<file path="config.mk">
export PLATFORM = sky130hd
export DESIGN_NAME = comma_aligner_10b
export DESIGN_NICKNAME = d
export VERILOG_FILES = /design/src/rtl/comma_aligner_10b.sv
export SDC_FILE = /design/constraint.sdc
export NUM_CORES = 1
export LEC_CHECK = 0
export CAP_MARGIN = 20
export CORE_MARGIN = 8
export CORE_UTILIZATION = 45
export DETAILED_ROUTE_END_ITERATION = 12
export PLACE_DENSITY_LB_ADDON = 0.05
export SLEW_MARGIN = 20
export SYNTH_ARGS = -nofsm -noshare
export SYNTH_HDL_FRONTEND = slang
export SYNTH_SLANG_ARGS = --single-unit
</file>
<file path="constraint.sdc">
create_clock -name clk -period 6.2 [get_ports clk]
set_input_delay 1.55 -clock clk [delete_from_list [all_inputs] [get_ports clk]]
set_output_delay 1.55 -clock clk [all_outputs]
set_load 0.1 [all_outputs]
</file>
<file path="src/rtl/comma_aligner_10b.sv">
// comma_aligner_10b: finds K28.x comma boundaries in a 10-bit deserializer
// stream and emits word-aligned codewords with lock tracking.
//
// Ports:
//   clk            in   single clock
//   rst_n          in   synchronous active-low reset
//   raw_valid      in   raw_data carries a new deserializer word
//   raw_data[9:0]  in   unaligned word, bit 9 received first
//   codeword[9:0]  out  aligned codeword, bit 9 is line bit "a"
//   codeword_valid out  codeword is new this cycle
//   is_comma       out  codeword[9:3] holds a comma pattern
//   locked         out  alignment is locked
//   offset[3:0]    out  bit offset of the codeword inside {prev, raw}
module comma_aligner_10b #(
    parameter int unsigned LOCK_COUNT   = 4,
    parameter int unsigned UNLOCK_COUNT = 4
) (
    input  logic       clk,
    input  logic       rst_n,
    input  logic       raw_valid,
    input  logic [9:0] raw_data,
    output logic [9:0] codeword,
    output logic       codeword_valid,
    output logic       is_comma,
    output logic       locked,
    output logic [3:0] offset
);

    typedef enum logic [1:0] {
        SEARCH,
        VERIFY,
        LOCKED
    } state_e;

    localparam logic [3:0] LOCK_N   = 4'(LOCK_COUNT);
    localparam logic [3:0] UNLOCK_N = 4'(UNLOCK_COUNT);

    localparam logic [6:0] COMMA_N = 7'b0011111;
    localparam logic [6:0] COMMA_P = 7'b1100000;

    state_e     state_q, state_d;
    logic [9:0] prev_q;
    logic [3:0] offset_q, offset_d;
    logic [3:0] cnt_q, cnt_d;
    logic [3:0] miss_q, miss_d;
    logic [9:0] codeword_q;
    logic       valid_q;
    logic       is_comma_q;

    logic [19:0] window;
    logic [9:0]  cand [16];
    logic [15:0] comma_vec;
    logic [3:0]  hit_k;
    logic        any_hit;
    logic        on_offset;
    logic [3:0]  cnt_inc;
    logic [3:0]  miss_inc;

    // Oldest bit sits at window[19]; candidate k starts k bits into prev.
    assign window = {prev_q, raw_data};

    // Tables are padded to 16 entries so a 4-bit offset can index them
    // directly; entries 10..15 are never selected.
    always_comb begin
        for (int k = 0; k < 16; k++) begin
            cand[k] = '0;
        end
        for (int k = 0; k < 10; k++) begin
            cand[k] = window[19-k -: 10];
        end
    end

    always_comb begin
        comma_vec = '0;
        for (int k = 0; k < 10; k++) begin
            comma_vec[k] = (cand[k][9:3] == COMMA_N) ||
                           (cand[k][9:3] == COMMA_P);
        end
    end

    // Lowest-offset hit wins: scan downward so the last write is lowest k.
    always_comb begin
        hit_k = '0;
        for (int k = 9; k >= 0; k--) begin
            if (comma_vec[k]) begin
                hit_k = 4'(k);
            end
        end
    end

    assign any_hit   = |comma_vec;
    assign on_offset = comma_vec[offset_q];

    assign cnt_inc  = (cnt_q == 4'hF) ? cnt_q : cnt_q + 4'd1;
    assign miss_inc = (miss_q == 4'hF) ? miss_q : miss_q + 4'd1;

    always_comb begin
        state_d  = state_q;
        offset_d = offset_q;
        cnt_d    = cnt_q;
        miss_d   = miss_q;
        if (raw_valid && any_hit) begin
            unique case (state_q)
                SEARCH: begin
                    offset_d = hit_k;
                    if (LOCK_N == 4'd1) begin
                        state_d = LOCKED;
                        cnt_d   = '0;
                    end else begin
                        state_d = VERIFY;
                        cnt_d   = 4'd1;
                    end
                end
                VERIFY: begin
                    if (on_offset) begin
                        if (cnt_inc >= LOCK_N) begin
                            state_d = LOCKED;
                            cnt_d   = '0;
                        end else begin
                            cnt_d = cnt_inc;
                        end
                    end else begin
                        offset_d = hit_k;
                        cnt_d    = 4'd1;
                    end
                end
                LOCKED: begin
                    if (on_offset) begin
                        miss_d = '0;
                    end else if (miss_inc >= UNLOCK_N) begin
                        // Offset is kept so SEARCH restarts from a known point.
                        state_d = SEARCH;
                        miss_d  = '0;
                        cnt_d   = '0;
                    end else begin
                        miss_d = miss_inc;
                    end
                end
                default: begin
                    state_d = SEARCH;
                    cnt_d   = '0;
                    miss_d  = '0;
                end
            endcase
        end
    end

    always_ff @(posedge clk) begin
        if (!rst_n) begin
            state_q    <= SEARCH;
            prev_q     <= '0;
            offset_q   <= '0;
            cnt_q      <= '0;
            miss_q     <= '0;
            codeword_q <= '0;
            valid_q    <= 1'b0;
            is_comma_q <= 1'b0;
        end else begin
            valid_q <= raw_valid;
            if (raw_valid) begin
                state_q  <= state_d;
                prev_q   <= raw_data;
                offset_q <= offset_d;
                cnt_q    <= cnt_d;
                miss_q   <= miss_d;
                // Use the post-update offset so a realigning comma is
                // itself emitted aligned.
                codeword_q <= cand[offset_d];
                is_comma_q <= comma_vec[offset_d];
            end
        end
    end

    assign codeword       = codeword_q;
    assign codeword_valid = valid_q;
    assign is_comma       = is_comma_q;
    assign locked         = (state_q == LOCKED);
    assign offset         = offset_q;

endmodule

</file>
==> out/metrics.yaml, run 1 <==
status: "finished, final reports clean"
ant_nets: 0
drt_pass1_iterations: 5
end_kind: "flip-flop"
drive_above_1_share_pct: 10.4
worstSetupPathType: "primary input to flip-flop"
switching_share_pct: 34.3
portBuffers: 29
globalplace.congestion: 0.956
netlist_area_sq_um: 2720
final_cell_mix: "mux2i_1 (37), dfxtp_1 (36), clkdlybuf4s50_1 (29)"
die_area_sq_um: 8780
dp_slack_ps: 664
grt_setup_unrepaired: "no"
cts_buffers: 5
required_ps: 6370
place_area_sq_um: 3010
antenna_cells: 0
ys.flop_type: "dfxtp_1"
worstReg2RegStart: "prev_q[3]$_SDFFE_PN0P_"
grt_pass1_vias: 2527
clock_path_buffers: 2
max_freq_ghz: 0.189
cap_violations: 0
cts_sinks: 36
num_vias: 2489
antenna_found_initial: 0
vias_per_cell: 6.04
drv_slew: 0
cts_tree: "yes"
hp-class: "flip-flop to flip-flop"
netSwitchingPower_mw: 0.200
syn-instance-count: 316
n_fill_cell: 599
final_hold_viol_count: 0
ys_types: 66
die_x_microns: 93.7
power.internal_mw: 0.383
synth_seq_cells: 36
skew_ps: 2.80
synthArstFlopShare_pct: 0
clkPwrFrac_pct: 29.7
pin_count: 30
start_kind: "primary input"
min_from: "miss_q[3]$_SDFFE_PN0P_"
cp_data_arrival_time_ps: 5460
dp.cells: 404
grt_max_degree: 26
critPathLaunch: "raw_data[8]"
fin_setup_tns_ps: 0
worstPathMaxFanout: 16
clk_latency_ps: 280
worstMarginPinSlew_ps: 976
ctsHtreeMaxLevel: 2
pwr_density_cell_nw_per_um2: 188
grt_usage_pct: 18.2
syn_avg_cell_area_sq_um: 8.60
setup_ws_ps: 912
peakVddDrop_uv: 143
comb_power_share_pct: 25.6
core_area_sq_um: 5890
drtIter0Drc: 176
finalSetupViolCount: 0
leakage_nw: 1.25
yosysSeqAreaShare_pct: 26.5
syn_nets: 331
wl_per_cell_microns: 18.7
layout_commonest_cell: "mux2i_1"
num_rows: 28
synth_edf_count: 0
fin_cells: 412
clk_pin_slew_ps: 70
initial_utilization_pct: 46.2
post_cts_buffers: 0
postRouteWirelength_microns: 7690
die_y_microns: 93.7
multi_input_area_sq_um: 1850
ys_warn_count: 0
slew_headroom_pct: 34.7
overflow: 0
clock-root-buffer: "clkbuf_8"
finalCritPeriodShare_pct: 85.3
area_delta_synth_final_pct: 14.2
ctsHoldBuffers: 0
nNetsFinal: 351
final_area_sq_um: 3100
seqPwrFrac_pct: 44.7
drc: 0
finalCriticalPeriod_ps: 5290
hpwl_microns: 5760
ctsResizeCount: 0
register_area_sq_um: 721
grt_pass1_wl_microns: 12900
power groups by stage:
stage          registers [mW]  logic [mW]  clock network [mW]
2_1_floorplan           0.301      0.0730                   0
3_3_place_gp            0.266       0.149                   0
3_5_place_dp            0.266       0.149                   0
4_1_cts                 0.260       0.150               0.180
5_1_grt                 0.263       0.159               0.191
6_report                0.261       0.149               0.173
stage by stage:
stage	power, mW	hold slack [ps]	utilization, %
floorplan	0.374	430	-
global placement	0.415	459	51.1
detailed placement	0.415	463	51.1
CTS	0.590	482	52.7
global route	0.613	504	52.7
finish	0.583	479	52.7
cell usage after synthesis (3+ instances only):
| master | number | area [sq um] |
|---|---|---|
| and4_1 | 3 | 26.3 |
| dfxtp_1 | 36 | 721 |
| a211o_1 | 10 | 87.6 |
| buf_4 | 3 | 22.5 |
| nand2b_1 | 7 | 43.8 |
| nor2b_1 | 19 | 119 |
| o21ai_1 | 10 | 50.1 |
| nor4_1 | 6 | 37.5 |
| nand2_1 | 25 | 93.8 |
| nand3_1 | 9 | 45.0 |
| nor3_1 | 10 | 50.1 |
| mux2i_1 | 37 | 370 |
| buf_6 | 3 | 33.8 |
| o22ai_1 | 10 | 62.6 |
| and2_1 | 8 | 50.1 |
| nor4_2 | 3 | 37.5 |
| buf_2 | 7 | 35.0 |
| clkbuf_1 | 5 | 18.8 |
| inv_1 | 9 | 33.8 |
| a21oi_1 | 11 | 55.1 |
| nor4bb_1 | 3 | 30.0 |
| nor3b_1 | 3 | 22.5 |
| nor2_1 | 10 | 37.5 |
| nand3b_1 | 4 | 30.0 |
| o21ai_0 | 10 | 50.1 |
| nand4_1 | 4 | 25.0 |
final cells by class:
class	instances	share of cell area (%)
repair buffers	32	10.1
well taps	75	3.03
clock inverters	2	0.323
multi-input cells	252	59.6
inverters	9	1.09
clock buffers	6	2.66
flip-flops and latches	36	23.2
per-layer routing:
metal / vias to the layer above / global-route usage [%] / share of wire (%)
li1: 1232 / - / -
met1: 1185 / 22.8 / 45
met2: 57 / 30.2 / 49
met3: 15 / 3.36 / 3.7
met4: 0 / 7.00 / 2.2
met5: - / 0 / 0
flip-flops by register name, summed over array words and instances, names as in the netlist:
register and flops:
codeword 10, prev_q 10, cnt_q 4, miss_q 4, offset 4, state_q 2, codeword_valid 1, is_comma 1
path summary, 6_finish.rpt:
path	cells after the start	slack (ps)	end
max reg2reg	11	1970	is_comma$_SDFFE_PN0P_
min	1	480	miss_q[3]$_SDFFE_PN0P_
min reg2reg	1	480	miss_q[3]$_SDFFE_PN0P_
max	12	910	is_comma$_SDFFE_PN0P_
critical path, stage by stage:
cell and delay [ps]:
clkdlybuf4s50_1 700, nor4_1 110, and4b_1 270, o41ai_1 230
and4bb_1 290, a211o_2 360, a21oi_4 240, mux2i_4 670
buf_4 330, nor3b_1 220, o32ai_1 120, a2111o_1 370
kinds of logic after synthesis:
family | Yosys count | synth area share, %
flops | 36 | 26.5
fa+ha+maj | 2 | 0.921
mux | 40 | 15.4
compound gates | 74 | 19.3
simple gates | 136 | 32.4
buf+inv | 28 | 5.43
(Power assumes the default switching activity.)
==> inputs of run 2 (changes only) <==
--- a/config.mk
+++ b/config.mk
@@ -5,12 +5,13 @@
 export SDC_FILE = /design/constraint.sdc
 export NUM_CORES = 1
 export LEC_CHECK = 0
-export CAP_MARGIN = 20
 export CORE_MARGIN = 8
 export CORE_UTILIZATION = 45
 export DETAILED_ROUTE_END_ITERATION = 12
 export PLACE_DENSITY_LB_ADDON = 0.05
+export RECOVER_POWER = 100
 export SLEW_MARGIN = 20
 export SYNTH_ARGS = -nofsm -noshare
 export SYNTH_HDL_FRONTEND = slang
 export SYNTH_SLANG_ARGS = --single-unit
+export TNS_END_PERCENT = 20
==> out/metrics.yaml, run 2 (synthesis results as in run 1) <==
vias_per_cell: 6.06  # was 6.04
num_rows: 28  # unchanged
dr_wl_met2_microns: 3660  # was 3760 microns
dp_slack_ps: 664  # unchanged
wl_met3_microns: 417  # was 284 microns
fin_setup_tns_ps: 0  # unchanged
leakage_nw: 1.30  # was 1.25 nW
worstPathMaxFanout: 16  # unchanged
switching_share_pct: 34.5  # was 34.3%
die_area_sq_um: 8780  # unchanged
ctsResizeCount: 0  # unchanged
cts_buffers: 5  # unchanged
die_x_microns: 93.7  # unchanged
grt_pass1_wl_microns: 12900  # unchanged
core_area_sq_um: 5890  # unchanged
ctsHtreeMaxLevel: 2  # unchanged
drc: 0  # unchanged
num_vias: 2495  # was 2489
die_y_microns: 93.7  # unchanged
overflow: 0  # unchanged
nNetsFinal: 351  # unchanged
skew_ps: 2.85  # was 2.80 ps
portBuffers: 29  # unchanged
grt_max_degree: 26  # unchanged
setup_ws_ps: 693  # was 912 ps
max_freq_ghz: 0.182  # was 0.189 GHz
final_cell_mix: "mux2i_1 (37), dfxtp_1 (36), nand2_1 (25)"  # was mux2i_1 (37), dfxtp_1 (36), clkdlybuf4s50_1 (29)
cts_tree: "yes"  # unchanged
drv_slew: 0  # unchanged
post_cts_buffers: 0  # unchanged
antenna_cells: 0  # unchanged
antenna_found_initial: 0  # unchanged
slew_headroom_pct: 34.3  # was 34.7%
clock-root-buffer: "clkbuf_8"  # unchanged
holdWs_ps: 479  # about the same
clk_latency_ps: 280  # about the same
pin_count: 30  # unchanged
drive_above_1_share_pct: 9.50  # was 10.4%
end_kind: "flip-flop"  # unchanged
finalCriticalPeriod_ps: 5510  # was 5290 ps
seqPwrFrac_pct: 44.9  # was 44.7%
grt_setup_unrepaired: "no"  # unchanged
peakVddDrop_uv: 143  # about the same
layout_commonest_cell: "mux2i_1"  # unchanged
cts_sinks: 36  # unchanged
grt_pass1_vias: 2527  # unchanged
finalSetupViolCount: 0  # unchanged
crit_chain: "dlygate4sd3_1, nand4_1, nor4b_1, nor4_1, and4_1, a21o_1, a21oi_4, mux2i_4, buf_4, nor3b_1, o32ai_1, a2111o_1"  # was clkdlybuf4s50_1, nor4_1, and4b_1, o41ai_1, and4bb_1, a211o_2, a21oi_4, mux2i_4, buf_4, nor3b_1, o32ai_1, a2111o_1
required_ps: 6380  # was 6370 ps
final_hold_viol_count: 0  # unchanged
met1_length_microns: 3410  # was 3470 microns
clkPwrFrac_pct: 29.9  # was 29.7%
ant_nets: 0  # unchanged
grt_usage_pct: 18.2  # unchanged
wl_per_cell_microns: 18.6  # was 18.7 microns
routed.top_layer: "met4"  # unchanged
slowest_stage: "dlygate4sd3_1"  # was clkdlybuf4s50_1
drtIter0Drc: 192  # was 176
hp-class: "flip-flop to flip-flop"  # unchanged
netSwitchingPower_mw: 0.200  # about the same
initial_utilization_pct: 46.2  # unchanged
pwr_density_cell_nw_per_um2: 188  # about the same
postRouteWirelength_microns: 7670  # was 7690 microns
area_delta_synth_final_pct: 13.6  # was 14.2%
power.internal_mw: 0.380  # was 0.383 mW
status: "finished, final reports clean"  # unchanged
finalCritPeriodShare_pct: 88.8  # was 85.3%
worstMarginPinSlew_ps: 983  # was 976 ps
globalplace.congestion: 0.956  # unchanged
drt_pass1_iterations: 5  # unchanged
cp_data_arrival_time_ps: 5680  # was 5460 ps
cap_violations: 0  # unchanged
start_kind: "primary input"  # unchanged
worstSetupPathType: "primary input to flip-flop"  # unchanged
ctsHoldBuffers: 0  # unchanged
clk_pin_slew_ps: 70  # about the same
hpwl_microns: 5760  # unchanged
critical-path-max-stage-delay_ps: 780  # was 700 ps
clock_path_buffers: 2  # unchanged
comb_power_share_pct: 25.2  # was 25.6%
==> run 2: cell types whose count changed in the layout (fill, tap and decap cells not counted), sizes merged <==
cell	previous run	this run
dlygate4sd3	0	19
clkdlybuf4s50	29	10
==> run 2: layout make-up <==
type,count,area [sq um]
clock buffers,6,82.6
clock inverters,2,10.0
flip-flops and latches,36,721
fillers,602,2800
multi-input cells,252,1830
well taps,75,93.8
repair buffers,32,313
inverters,9,33.8
==> run 2: power by group through the flow <==
stage               clock [mW]  combinational (mW)  sequential, mW
detailed placement           0               0.149           0.266
global route             0.191               0.156           0.262
floorplan                    0              0.0730           0.301
global placement             0               0.149           0.266
CTS                      0.180               0.150           0.260
finish                   0.173               0.146           0.260
==> run 2: critical path: cells and delay by family <==
family | cells | cell delay [ps]
AO/OA/AOI/OAI | 4 | 970
buffers and inverters | 2 | 1110
multiplexers | 1 | 660
AND/OR/NAND/NOR | 5 | 1380
==> run 2: path summary, 6_finish.rpt <==
check                                             from                     end  slack, ps  cells past startpoint
worst min-delay path            miss_q[3]$_SDFFE_PN0P_  miss_q[3]$_SDFFE_PN0P_        480                      1
worst min register to register  miss_q[3]$_SDFFE_PN0P_  miss_q[3]$_SDFFE_PN0P_        480                      1
worst max register to register  prev_q[3]$_SDFFE_PN0P_   is_comma$_SDFFE_PN0P_       1940                     11
worst max-delay path                       raw_data[8]   is_comma$_SDFFE_PN0P_        690                     12
==> run 2: routing by layer <==
metal	GRT usage [%]	up-vias
met5	0	-
met4	7.00	0
met3	3.36	16
met2	30.2	76
met1	22.8	1168
li1	-	1235
==> run 2: through the flow <==
stage | utilization, % | cell area [sq um] | power (mW) | instances
after floorplan | - | 2720 | 0.374 | 316
after global placement | 51.1 | 3010 | 0.415 | 404
after detailed placement | 51.1 | 3010 | 0.415 | 404
after CTS | 52.7 | 3100 | 0.590 | 412
after global routing | 52.4 | 3090 | 0.609 | 412
final | 52.4 | 3090 | 0.580 | 412
==> inputs of run 3 (changes only) <==
--- a/config.mk
+++ b/config.mk
@@ -9,7 +9,6 @@
 export CORE_UTILIZATION = 45
 export DETAILED_ROUTE_END_ITERATION = 12
 export PLACE_DENSITY_LB_ADDON = 0.05
-export RECOVER_POWER = 100
 export SLEW_MARGIN = 20
 export SYNTH_ARGS = -nofsm -noshare
 export SYNTH_HDL_FRONTEND = slang
==> results of run 3 <==
Same layout as run 1: the final DEF is identical, and so are final timing and power.
